## src/rtl/mem_arbiter.sv

```systemverilog
`default_nettype none
// ============================================================================
// Module   : mem_arbiter
// Brief    : Shares one RAM port between instruction fetch (IFU) and
//            load/store (LSU), one transaction at a time. Optional perf
//            counters are built when MEM_ARB_PERF_EN is defined.
// Revision : 1.0 - initial release
// ============================================================================
module mem_arbiter #(
    parameter int ADDR_W = 32,
    parameter int DATA_W = 32,
    parameter int RR_EN  = 1
) (
    input  logic                  clk,
    input  logic                  rst,            // asynchronous, active-low

    input  logic                  ifu_req_valid,
    input  logic [ADDR_W-1:0]     ifu_req_addr,
    output logic                  ifu_req_ready,
    output logic                  ifu_resp_valid,
    output logic [DATA_W-1:0]     ifu_resp_data,

    input  logic                  lsu_req_valid,
    input  logic                  lsu_req_wen,
    input  logic [ADDR_W-1:0]     lsu_req_addr,
    input  logic [DATA_W-1:0]     lsu_req_wdata,
    input  logic [DATA_W/8-1:0]   lsu_req_wmask,
    output logic                  lsu_req_ready,
    output logic                  lsu_resp_valid,
    output logic [DATA_W-1:0]     lsu_resp_rdata,

`ifdef MEM_ARB_PERF_EN
    output logic [31:0]           perf_ifu_grants,
    output logic [31:0]           perf_lsu_grants,
    output logic [31:0]           perf_stall_cycles,
`endif

    output logic                  ram_req_valid,
    output logic                  ram_req_wen,
    output logic [ADDR_W-1:0]     ram_addr,
    output logic [DATA_W-1:0]     ram_wdata,
    output logic [DATA_W/8-1:0]   ram_wmask,
    input  logic                  ram_ready,
    input  logic [DATA_W-1:0]     ram_rdata
);

    localparam int   c_MASK_W  = DATA_W / 8;
    localparam logic c_OWN_IFU = 1'b0;
    localparam logic c_OWN_LSU = 1'b1;

    typedef enum logic [1:0] {
        S_IDLE = 2'd0,
        S_BUSY = 2'd1,
        S_RESP = 2'd2
    } state_t;

    state_t                r_state;
    state_t                w_state_nxt;

    logic                  r_owner;
    logic                  r_last_grant;
    logic [ADDR_W-1:0]     r_addr;
    logic                  r_wen;
    logic [DATA_W-1:0]     r_wdata;
    logic [c_MASK_W-1:0]   r_wmask;
    logic [DATA_W-1:0]     r_ifu_data;
    logic [DATA_W-1:0]     r_lsu_rdata;

    logic                  w_pick_lsu;
    logic                  w_pick_ifu;
    logic                  w_ifu_hs;
    logic                  w_lsu_hs;

    // ------------------------------------------------------------------
    // Arbitration policy
    // ------------------------------------------------------------------
    generate
        if (RR_EN != 0) begin : g_round_robin
            // On a tie the requester that did not win last time goes next.
            assign w_pick_lsu = lsu_req_valid &
                                (~ifu_req_valid | (r_last_grant == c_OWN_IFU));
        end else begin : g_fixed_prio
            assign w_pick_lsu = lsu_req_valid;
        end
    endgenerate

    assign w_pick_ifu = ifu_req_valid & ~w_pick_lsu;

    // ------------------------------------------------------------------
    // State register
    // ------------------------------------------------------------------
    always_ff @(posedge clk or negedge rst) begin
        if (!rst) begin
            r_state <= S_IDLE;
        end else begin
            r_state <= w_state_nxt;
        end
    end

    // ------------------------------------------------------------------
    // Next state and request-side handshake
    // ------------------------------------------------------------------
    always_comb begin
        w_state_nxt   = r_state;
        ifu_req_ready = 1'b0;
        lsu_req_ready = 1'b0;
        case (r_state)
            S_IDLE: begin
                // Gated by rst so every output reads 0 while reset is held.
                ifu_req_ready = rst & w_pick_ifu;
                lsu_req_ready = rst & w_pick_lsu;
                if (w_pick_ifu || w_pick_lsu) begin
                    w_state_nxt = S_BUSY;
                end
            end
            S_BUSY: begin
                if (ram_ready) begin
                    w_state_nxt = S_RESP;
                end
            end
            S_RESP: begin
                w_state_nxt = S_IDLE;
            end
            default: begin
                w_state_nxt = S_IDLE;
            end
        endcase
    end

    assign w_ifu_hs = ifu_req_ready;
    assign w_lsu_hs = lsu_req_ready;

    // ------------------------------------------------------------------
    // Request latch, grant history and response capture
    // ------------------------------------------------------------------
    always_ff @(posedge clk or negedge rst) begin
        if (!rst) begin
            r_owner      <= c_OWN_IFU;
            r_last_grant <= c_OWN_LSU;
            r_addr       <= '0;
            r_wen        <= 1'b0;
            r_wdata      <= '0;
            r_wmask      <= '0;
            r_ifu_data   <= '0;
            r_lsu_rdata  <= '0;
        end else begin
            if (w_lsu_hs) begin
                r_owner      <= c_OWN_LSU;
                r_last_grant <= c_OWN_LSU;
                r_addr       <= lsu_req_addr;
                r_wen        <= lsu_req_wen;
                r_wdata      <= lsu_req_wdata;
                r_wmask      <= lsu_req_wmask;
            end else if (w_ifu_hs) begin
                r_owner      <= c_OWN_IFU;
                r_last_grant <= c_OWN_IFU;
                r_addr       <= ifu_req_addr;
                r_wen        <= 1'b0;
                r_wdata      <= '0;
                r_wmask      <= '1;
            end

            if ((r_state == S_BUSY) && ram_ready) begin
                if (r_owner == c_OWN_LSU) begin
                    r_lsu_rdata <= r_wen ? '0 : ram_rdata;
                end else begin
                    r_ifu_data  <= ram_rdata;
                end
            end
        end
    end

    // ------------------------------------------------------------------
    // Outputs
    // ------------------------------------------------------------------
    assign ram_req_valid  = (r_state == S_BUSY);
    assign ram_req_wen    = r_wen;
    assign ram_addr       = r_addr;
    assign ram_wdata      = r_wdata;
    assign ram_wmask      = r_wmask;

    assign ifu_resp_valid = (r_state == S_RESP) && (r_owner == c_OWN_IFU);
    assign lsu_resp_valid = (r_state == S_RESP) && (r_owner == c_OWN_LSU);
    assign ifu_resp_data  = r_ifu_data;
    assign lsu_resp_rdata = r_lsu_rdata;

`ifdef MEM_ARB_PERF_EN
    // ------------------------------------------------------------------
    // Saturating performance counters
    // ------------------------------------------------------------------
    logic [31:0] r_perf_ifu;
    logic [31:0] r_perf_lsu;
    logic [31:0] r_perf_stall;
    logic        w_stall;

    assign w_stall = (ifu_req_valid & ~ifu_req_ready) |
                     (lsu_req_valid & ~lsu_req_ready);

    always_ff @(posedge clk or negedge rst) begin
        if (!rst) begin
            r_perf_ifu   <= '0;
            r_perf_lsu   <= '0;
            r_perf_stall <= '0;
        end else begin
            if (w_ifu_hs && (r_perf_ifu != '1)) begin
                r_perf_ifu <= r_perf_ifu + 32'd1;
            end
            if (w_lsu_hs && (r_perf_lsu != '1)) begin
                r_perf_lsu <= r_perf_lsu + 32'd1;
            end
            if (w_stall && (r_perf_stall != '1)) begin
                r_perf_stall <= r_perf_stall + 32'd1;
            end
        end
    end

    assign perf_ifu_grants   = r_perf_ifu;
    assign perf_lsu_grants   = r_perf_lsu;
    assign perf_stall_cycles = r_perf_stall;
`endif

endmodule
`default_nettype wire

```

## config.mk

```make
export PLATFORM = sky130hd
export DESIGN_NAME = mem_arbiter
export DESIGN_NICKNAME = d
export VERILOG_FILES = /design/src/rtl/mem_arbiter.sv
export SDC_FILE = /design/constraint.sdc
export NUM_CORES = 1
export LEC_CHECK = 0
export CORE_MARGIN = 3
export CORE_UTILIZATION = 36
export CTS_CLUSTER_SIZE = 20
export DETAILED_ROUTE_END_ITERATION = 8
export GPL_TIMING_DRIVEN = 0
export PLACE_DENSITY = 0.77
export SLEW_MARGIN = 40
export SYNTH_ARGS = -nofsm -noshare
export SYNTH_HDL_FRONTEND = slang
export SYNTH_SLANG_ARGS = --single-unit
```

## constraint.sdc

```tcl
create_clock -name clk -period 1.5 [get_ports clk]
set_input_delay 0.225 -clock clk [delete_from_list [all_inputs] [get_ports clk]]
set_output_delay 0.225 -clock clk [all_outputs]
set_load 0.005 [all_outputs]
```

==> results.sh, run 1 <==
export IMPL_fin_crit_sh=1.34
export IMPL_clk_latency_ns=0.41
export IMPL_max_freq_mhz=498
export IMPL_drive_above_1_share=0.253
export IMPL_cts_tree="built"
export IMPL_std_cell_rows=44
export IMPL_cts_htree_levels=4
export IMPL_slowest_delay_ns=0.44
export IMPL_hold_viol=0
export IMPL_seqCellArea_um2=3430
export IMPL_grt_max_degree=32
export IMPL_wl_per_cell_um=20.4
export IMPL_via_count=5083
export IMPL_ys_flop_type="dfrtp_1"
export IMPL_violations="negative setup slack"
export IMPL_num_fill_cells=1086
export IMPL_finalPower_w=0.0189
export IMPL_grt_pass1_wl_mm=30.3
export IMPL_finalClockSkew_ns=0.00575
export IMPL_syn_inst=425
export IMPL_final_cell_mix="clkdlybuf4s50_1, dfrtp_1, dlygate4sd2_1, buf_4, a22o_1"
export IMPL_hold_class="input pin to asynchronous set/reset pin"
export IMPL_cts_clk_slew_worst_paths_ns=0.06
export IMPL_peakVddDrop_mv=0.955
export IMPL_hpwl_mm=12.9
export IMPL_area_growth_syn_to_layout_pct=86.1
export IMPL_syn_num_nets=563
export IMPL_clkSinkCount=137
export IMPL_critPathMaxFanout=6
export IMPL_synthArstFlopShare=1.00
export IMPL_core_um2=14800
export IMPL_insertedDiodeCount=0
export IMPL_yosysSeqAreaShare=0.623
export IMPL_slew_headroom=0.569
export IMPL_initial_core_util=0.373
export IMPL_clockBufferDepth=2
export IMPL_yosys_warnings=0
export IMPL_synthTopCellsByArea="dfrtp_1, mux2_2, a22o_1"
export IMPL_netlist_area_leader_share=0.618
export IMPL_die_area_um2=16800
export IMPL_antenna_found_initial=1
export IMPL_r2r_start="r_state[1]"
export IMPL_status="finished with violations"
export IMPL_worst_setup_path_type="register to output pin"
export IMPL_r2r_end="ifu_resp_data[14]"
export IMPL_reg2reg_slack_ns=-0.27
export IMPL_grt_setup_unrepaired="yes"
export IMPL_crit_buf_inv=3
export IMPL_dp_cells=886
export IMPL_period_needed_ns=2.01
export IMPL_io_buffers=275
export IMPL_worst_pin_slew_ns=0.645
export IMPL_cp_end_kind="output pin"
export IMPL_drc_errors=0
export IMPL_arrival_ns=1.78
export IMPL_drtIter0Drc=225
export IMPL_yosys_area_top_type="dfrtp_1"
export IMPL_synth_edff_count=0
export IMPL_root_buffer="clkbuf_16"
export IMPL_final_common_cell="clkdlybuf4s50_1"
export IMPL_setup_viol=106
export IMPL_setup_ws_ns=-0.507
export IMPL_first_pass_iters=4
export IMPL_grt_pass1_vias=5445
export IMPL_worstRegToRegCells=6
export IMPL_syn_area_um2=5500
export IMPL_multi_input_area_um2=2240
export IMPL_overflow=0
export IMPL_synth_seq_cells=137
export IMPL_slowest_stage="dfrtp_2"
export IMPL_ant_nets=0
export IMPL_required_ns=1.27
export IMPL_power_leakage_nw=4.83
export IMPL_die_w_um=130
export IMPL_final_cells=984
export IMPL_start_kind="register"
export IMPL_grt_usage=0.234
export IMPL_dp_slack_ns=-1.40
export IMPL_hold_worst_slack_ns=0.0109
export IMPL_viasPerCell=5.17
export IMPL_die_h_um=130
export IMPL_path_cells="or3b_4 -> or2_4 -> clkinv_8 -> buf_8 -> buf_6"
export IMPL_syn_mean_instance_area_um2=13.0
export IMPL_fin_nets=925
export IMPL_path_delay_family="simple AND/OR/NAND/NOR gates"
export IMPL_drv_slew=0
export IMPL_io_pins=276
export IMPL_gp_congestion=0.812
export IMPL_synth_distinct_cells=31
export IMPL_power_density_nw_per_um2=1840
export IMPL_cts_buffers=17
export IMPL_drv_cap=0
export IMPL_routed_wl_mm=20.1
Yosys cell counts (2+ instances only):
cell	count
buf_6	5
mux2_2	30
and3b_1	2
buf_2	3
nor3_1	2
a2bb2oi_1	32
buf_4	3
mux2_1	2
a22o_1	34
nor2b_1	3
nand2b_1	32
nand2_1	33
o22a_1	4
clkbuf_1	26
dfrtp_1	136
o32ai_1	32
o21ai_0	32
logic make-up (layout without fill, tap and decap cells):
family | count (synthesis) | in the layout | share of synthesized area
AOI/OAI and AO/OA | 138 | 138 | 0.197
buffers and inverters | 39 | 414 | 0.0371
muxes | 32 | 32 | 0.0655
and+or+nand+nor | 79 | 79 | 0.0775
DFF | 137 | 137 | 0.623
per-layer routing:
layer / global-route usage / routed length, um / vias up
met2: 0.403 / 10400 / 198
li1: - / - / 2311
met5: 0 / 13 / -
met3: 0.0742 / 1400 / 25
met4: 0.0752 / 311 / 2
met1: 0.278 / 7990 / 2547
final cells by class:
type	instances	share of cell area
Tap cell	184	0.0225
Sequential cell	137	0.335
Clock inverter	7	0.0134
Clock buffer	25	0.0484
Buffer	30	0.0197
Inverter	2	0.00195
Multi-Input combinational cell	249	0.219
Timing Repair Buffer	350	0.340
tightest hold or removal path, stage by stage:
cell and delay, ns:
buf_8 0.11, buf_16 0.13, buf_16 0.12, buf_12 0.19
sequential cells by signal, indices dropped and copies added (netlist names), 2 cells and up:
register	count
ifu_resp_data	32
ram_wmask	4
ram_addr	32
ram_wdata	32
lsu_resp_rdata	32
r_state	2
per-stage QoR:
step / util / TNS, ns / area [um^2]
after global placement: 0.584 / -1114.50 / 8610
after CTS: 0.686 / -27.91 / 10100
after floorplan: - / -3.03 / 5630
after detailed placement: 0.588 / -99.31 / 8670
after global routing: 0.694 / -30.00 / 10200
final: 0.694 / -23.82 / 10200
what timing repair did:
| action | 4_1_cts | 5_1_grt |
|---|---|---|
| pin swaps | 21 | 19 |
| endpoints found under the setup margin | 264 | 121 |
| resized for setup | 226 | 48 |
| endpoints found under the hold margin | 34 | 22 |
| buffers inserted | 42 | 18 |
| gates cloned | 12 | 0 |
| hold buffers | 5 | 1 |
how the worst max path moves through the flow:
stage,slack (ns),cells past startpoint,startpoint,end
2_1_floorplan,-0.09,6,r_state[0],lsu_req_ready
3_3_place_gp,-5.63,7,rst,lsu_req_ready
3_5_place_dp,-1.40,9,rst,lsu_req_ready
4_1_cts,-0.63,7,r_state[0],lsu_req_ready
5_1_grt,-0.56,5,r_state[1],lsu_req_ready
6_report,-0.51,5,r_state[1],lsu_req_ready
report_power, final:
part	internal [W]	switching [W]	leakage, nW
sequential	0.00547	0.00110	1.64
clock	0.00296	0.00156	0.307
combinational	0.00488	0.00292	2.88
Power figures use the tool's default switching activity.
==> inputs of run 2 (changes only) <==
--- a/config.mk
+++ b/config.mk
@@ -10,6 +10,7 @@
 export CTS_CLUSTER_SIZE = 20
 export DETAILED_ROUTE_END_ITERATION = 8
 export GPL_TIMING_DRIVEN = 0
+export HOLD_SLACK_MARGIN = 0.1
 export PLACE_DENSITY = 0.77
 export SLEW_MARGIN = 40
 export SYNTH_ARGS = -nofsm -noshare
==> run 2 against run 1 <==
  * The run ends with negative hold slack, negative setup slack left
  * Power is essentially flat
  * Critical endpoint unchanged
  * Fmax fell by 0.20%
  * Final cell count shrank 0.20%
  * Die area unchanged
  * Global-route usage decreased by 0.36 points
  * Sequential power barely moved
  * Non-clock buffer count fell by 2
  * Sequential cell count stayed put
  * Design area barely moved
  * Clock-buffer cell count is the same
==> results.sh, run 2 (synthesized netlist as in run 1, its figures left out) <==
export IMPL_cts_clk_slew_worst_paths_ns=0.06
export IMPL_clk_latency_ns=0.41
export IMPL_die_h_um=130
export IMPL_antenna_found_initial=0
export IMPL_clockBufferDepth=2
export IMPL_dpl_cell_area_um2=8670
export IMPL_cp_end_kind="output pin"
export IMPL_wl_per_cell_um=20.4
export IMPL_std_cell_rows=44
export IMPL_grt_pass1_wl_mm=29.9
export IMPL_first_pass_iters=4
export IMPL_io_pins=276
export IMPL_drv_cap=0
export IMPL_drive_above_1_share=0.254
export IMPL_setup_viol=106
export IMPL_swShare=0.296
export IMPL_root_buffer="clkbuf_16"
export IMPL_finalClockSkew_ns=0.00600
export IMPL_power_density_nw_per_um2=1840
export IMPL_drv_slew=0
export IMPL_drtIter0Drc=214
export IMPL_overflow=0
export IMPL_fin_crit_sh=1.34
export IMPL_fin_nets=923
export IMPL_start_kind="register"
export IMPL_slowest_stage="dfrtp_2"
export IMPL_core_um2=14800
export IMPL_hold_class="input pin to asynchronous set/reset pin"
export IMPL_p_int_w=0.0133
export IMPL_required_ns=1.27
export IMPL_fin_area_um2=10200
export IMPL_path_cells="or3b_4 -> or2_4 -> clkinv_8 -> buf_8 -> buf_6"
export IMPL_clkSinkCount=137
export IMPL_wl_met2_mm=10.3
export IMPL_violations="negative hold slack, negative setup slack"
export IMPL_final_cell_mix="clkdlybuf4s50_1, dfrtp_1, dlygate4sd2_1, buf_4, a22o_1"
export IMPL_dp_cells=886
export IMPL_comb_power_share=0.413
export IMPL_area_growth_syn_to_layout_pct=86.2
export IMPL_io_buffers=275
export IMPL_drc_errors=0
export IMPL_ant_nets=0
export IMPL_critPathMaxFanout=6
export IMPL_hpwl_mm=12.9
export IMPL_die_w_um=130
export IMPL_peakVddDrop_mv=0.957
export IMPL_power_leakage_nw=4.84
export IMPL_p_sw_w=0.00559
export IMPL_worstRegToRegCells=6
export IMPL_finalPower_w=0.0189
export IMPL_grt_setup_unrepaired="yes"
export IMPL_slowest_delay_ns=0.44
export IMPL_hold_worst_slack_ns=-0.374
export IMPL_gp_congestion=0.812
export IMPL_worst_pin_slew_ns=0.770
export IMPL_topRoutingLayerUsed="met4"
export IMPL_routed_wl_mm=20.0
export IMPL_cts_buffers=17
export IMPL_grt_usage=0.230
export IMPL_period_needed_ns=2.01
export IMPL_pwr_share_seq=0.348
export IMPL_cts_tree="built"
export IMPL_hold_viol=34
export IMPL_insertedDiodeCount=0
export IMPL_grt_pass1_vias=5430
export IMPL_via_count=5070
export IMPL_initial_core_util=0.373
export IMPL_viasPerCell=5.16
export IMPL_cts_htree_levels=4
export IMPL_status="finished with violations"
export IMPL_met1Wirelength_mm=8.06
export IMPL_slew_headroom=0.485
export IMPL_grt_max_degree=33
export IMPL_final_common_cell="clkdlybuf4s50_1"
export IMPL_final_cells=982
export IMPL_arrival_ns=1.79
export IMPL_max_freq_mhz=497
export IMPL_worst_setup_path_type="register to output pin"
export IMPL_wl_met3_mm=1.29
export IMPL_setup_ws_ns=-0.511
export IMPL_die_area_um2=16800
export IMPL_p_clk_frac=0.239
run 2: cell types whose count changed in the layout (fill, tap and decap cells not counted):
cell	change
buf_8	-1
buf_12	+1
clkbuf_1	-1
clkbuf_16	+1
dlygate4sd3_1	-2
run 2: worst paths after layout:
check                              startpoint                 end  slack, ns
max                                r_state[1]       lsu_req_ready      -0.51
min reg2reg                lsu_resp_rdata[14]  lsu_resp_rdata[14]       0.47
max in group asynchronous                 rst         ram_addr[4]       0.17
min                                       rst   ifu_resp_data[15]      -0.37
min in group clk                ram_rdata[29]  lsu_resp_rdata[29]       0.41
max reg2reg                        r_state[1]   ifu_resp_data[14]      -0.28
run 2: metal layers:
metal | vias up | track usage
li1 | 2305 | -
met1 | 2541 | 0.275
met2 | 199 | 0.399
met3 | 25 | 0.0672
met4 | 0 | 0.0758
met5 | - | 0
run 2: per-stage QoR:
step	TNS, ns	worst slack [ns]	util
4_1_cts	-27.91	-0.633	0.684
6_report	-23.99	-0.511	0.695
3_3_place_gp	-1114.50	-5.63	0.584
5_1_grt	-29.93	-0.558	0.695
3_5_place_dp	-99.31	-1.40	0.588
2_1_floorplan	-3.03	-0.0918	-
run 2: power groups by stage:
stage | sequential (W) | clock (W) | combinational (W)
after floorplan | 0.00656 | 0 | 0.00262
after global placement | 0.00649 | 0 | 0.00733
after detailed placement | 0.00654 | 0 | 0.00749
final | 0.00657 | 0.00452 | 0.00781
after CTS | 0.00652 | 0.00456 | 0.00769
after global routing | 0.00677 | 0.00473 | 0.00840
run 2: worst max-delay path: cells and delay by family (launching register included):
family / cells / cell delay (ns)
buffers and inverters: 3 / 0.22
AND/OR/NAND/NOR: 2 / 0.71
flip-flops: 1 / 0.44
run 2: repair_timing:
| action | in CTS | in global routing |
|---|---|---|
| gates resized for setup | 226 | 52 |
| setup endpoints to repair | 264 | 121 |
| hold endpoints to repair | 105 | 63 |
| pin swaps | 21 | 19 |
| setup buffers | 42 | 18 |
| gates cloned | 12 | 1 |
| hold buffers | 2 | 1 |
run 2: final cells by class:
cell class	instances	area (um^2)
inverters	2	20.0
clock inverters	7	138
plain buffers	30	203
well taps	184	230
clock buffers	25	495
repair buffers	348	3490
multi-input cells	249	2240
flip-flops and latches	137	3430
fillers	1076	4500
==> inputs of run 3 (changes only) <==
--- a/config.mk
+++ b/config.mk
@@ -5,7 +5,7 @@
 export SDC_FILE = /design/constraint.sdc
 export NUM_CORES = 1
 export LEC_CHECK = 0
-export CORE_MARGIN = 3
+export CORE_MARGIN = 4
 export CORE_UTILIZATION = 36
 export CTS_CLUSTER_SIZE = 20
 export DETAILED_ROUTE_END_ITERATION = 8
==> run 3 against run 2 <==
  * The run still ends with negative hold slack, negative setup slack left
  * Final cell count increased by 1.2%
  * Clock-buffer cell count decreased by 2
  * Sequential power about the same
  * Via count increased by 3.3%
  * Worst setup slack improved by 0.0022 ns
  * Combinational power increased by 7.9%
  * Non-clock buffer count increased by 13
  * Clock power decreased by 2%
  * Core utilization increased by 2.6 points
  * Die area increased by 3.1%
  * Power increased by 2.9%
  * Worst hold slack improved by 0.13 ns
==> results.sh, run 3 (synthesized netlist as in run 1, its figures left out) <==
export IMPL_insertedDiodeCount=0
export IMPL_peakVddDrop_mv=0.976
export IMPL_hpwl_mm=13.4
export IMPL_fin_crit_sh=1.34
export IMPL_drive_above_1_share=0.291
export IMPL_slew_headroom=0.434
export IMPL_die_h_um=132
export IMPL_arrival_ns=1.78
export IMPL_max_freq_mhz=498
export IMPL_routed_wl_mm=21.0
export IMPL_root_buffer="clkbuf_16"
export IMPL_initial_core_util=0.373
export IMPL_crit_buf_inv=4
export IMPL_multi_input_area_um2=2270
export IMPL_grt_setup_unrepaired="yes"
export IMPL_final_common_cell="clkdlybuf4s50_1"
export IMPL_via_count=5236
export IMPL_finalClockSkew_ns=0.00768
export IMPL_die_area_um2=17300
export IMPL_setup_ws_ns=-0.509
export IMPL_setup_viol=136
export IMPL_seqCellArea_um2=3430
export IMPL_cts_clk_slew_worst_paths_ns=0.05
export IMPL_cts_tree="built"
export IMPL_grt_max_degree=38
export IMPL_worst_setup_path_type="register to output pin"
export IMPL_power_leakage_nw=5.05
export IMPL_grt_pass1_wl_mm=31.7
export IMPL_io_pins=276
export IMPL_power_density_nw_per_um2=1830
export IMPL_core_um2=14800
export IMPL_fin_nets=936
export IMPL_overflow=0
export IMPL_clkSinkCount=137
export IMPL_ant_nets=0
export IMPL_antenna_found_initial=0
export IMPL_utilization=0.721
export IMPL_crit_top_cell="buf_6"
export IMPL_final_cell_mix="clkdlybuf4s50_1, dfrtp_1, dlygate4sd2_1, buf_6, buf_4"
export IMPL_worst_pin_slew_ns=0.846
export IMPL_hold_class="input pin to asynchronous set/reset pin"
export IMPL_cts_htree_levels=4
export IMPL_hold_worst_slack_ns=-0.245
export IMPL_drv_slew=0
export IMPL_gp_congestion=0.813
export IMPL_status="finished with violations"
export IMPL_dp_slack_ns=-1.35
export IMPL_first_pass_iters=4
export IMPL_period_needed_ns=2.01
export IMPL_drv_cap=0
export IMPL_area_growth_syn_to_layout_pct=93.2
export IMPL_slowest_delay_ns=0.40
export IMPL_path_delay_family="simple AND/OR/NAND/NOR gates"
export IMPL_violations="negative hold slack, negative setup slack"
export IMPL_hold_viol=48
export IMPL_wl_per_cell_um=21.1
export IMPL_viasPerCell=5.27
export IMPL_cp_depth=6
export IMPL_die_w_um=132
export IMPL_cp_end_kind="output pin"
export IMPL_grt_usage=0.229
export IMPL_drtIter0Drc=226
export IMPL_std_cell_rows=44
export IMPL_slowest_stage="dfrtp_2"
export IMPL_start_kind="register"
export IMPL_clockBufferDepth=2
export IMPL_worstRegToRegCells=10
export IMPL_required_ns=1.27
export IMPL_num_fill_cells=1019
export IMPL_io_buffers=275
export IMPL_clk_latency_ns=0.41
export IMPL_cts_buffers=17
export IMPL_grt_pass1_vias=5723
export IMPL_drc_errors=0
export IMPL_path_cells="or3b_4 -> or2_1 -> buf_6 -> clkinv_8 -> buf_8 -> buf_6"
export IMPL_critPathMaxFanout=2
run 3: cell count changes in the layout (fill, tap and decap cells not counted), moves of 7 or more:
cell,delta
mux2_2,+9
o21ai_1,+19
o21ai_0,-32
mux2_4,-9
buf_6,+11
clkbuf_16,+7
dlygate4sd2_1,-7
o21ai_2,+12
run 3: per-stage QoR:
| stage | power [W] | TNS, ns | std cells | instance area, um^2 | hold WS, ns |
|---|---|---|---|---|---|
| after floorplan | 0.00918 | -3.03 | 425 | 5630 | -0.0706 |
| final | 0.0194 | -35.14 | 994 | 10600 | -0.245 |
| after CTS | 0.0189 | -30.78 | 969 | 10200 | -0.256 |
| after detailed placement | 0.0141 | -96.89 | 885 | 8640 | 0.205 |
| after global placement | 0.0138 | -1110.43 | 884 | 8610 | 0.466 |
| after global routing | 0.0205 | -44.81 | 994 | 10600 | -0.242 |
run 3: timing repair:
item,CTS,global route
setup buffers,41,14
endpoints found under the setup margin,254,160
pin swaps,13,9
hold endpoints to repair,136,66
gates cloned,12,12
gates resized for setup,270,90
hold buffers,3,1
run 3: final cells by class:
type,instances,share of cell area
tap,184,0.0216
multi-input combinational,249,0.213
buffer,33,0.0359
clock buffer,23,0.0449
inverter,2,0.00188
clock inverter,8,0.0134
timing repair buffer,358,0.346
sequential,137,0.323
run 3: final timing paths:
check / slack (ns) / startpoint / end
setup / recovery: -0.51 / r_state[0] / lsu_req_ready
hold / removal: -0.24 / rst / lsu_resp_rdata[2]
setup reg to reg: -0.44 / r_state[0] / ifu_resp_data[2]
hold reg to reg: 0.48 / lsu_resp_rdata[2] / lsu_resp_rdata[2]
max in group asynchronous: 0.13 / rst / r_owner
min in group clk: 0.32 / ifu_req_valid / r_owner
run 3: metal layers:
layer / up-vias / track usage / share of wire
met5: - / 0 / 0
met4: 0 / 0.0747 / 0.023
met2: 234 / 0.401 / 0.52
li1: 2327 / - / -
met1: 2637 / 0.274 / 0.39
met3: 38 / 0.0642 / 0.060
run 3: report_power, final:
part           total [W]  switching, W  internal (W)  leakage [nW]
logic            0.00843       0.00316       0.00526          3.11
clock network    0.00443       0.00153       0.00290         0.303
registers        0.00659       0.00112       0.00547          1.64
total             0.0194       0.00581        0.0136          5.05
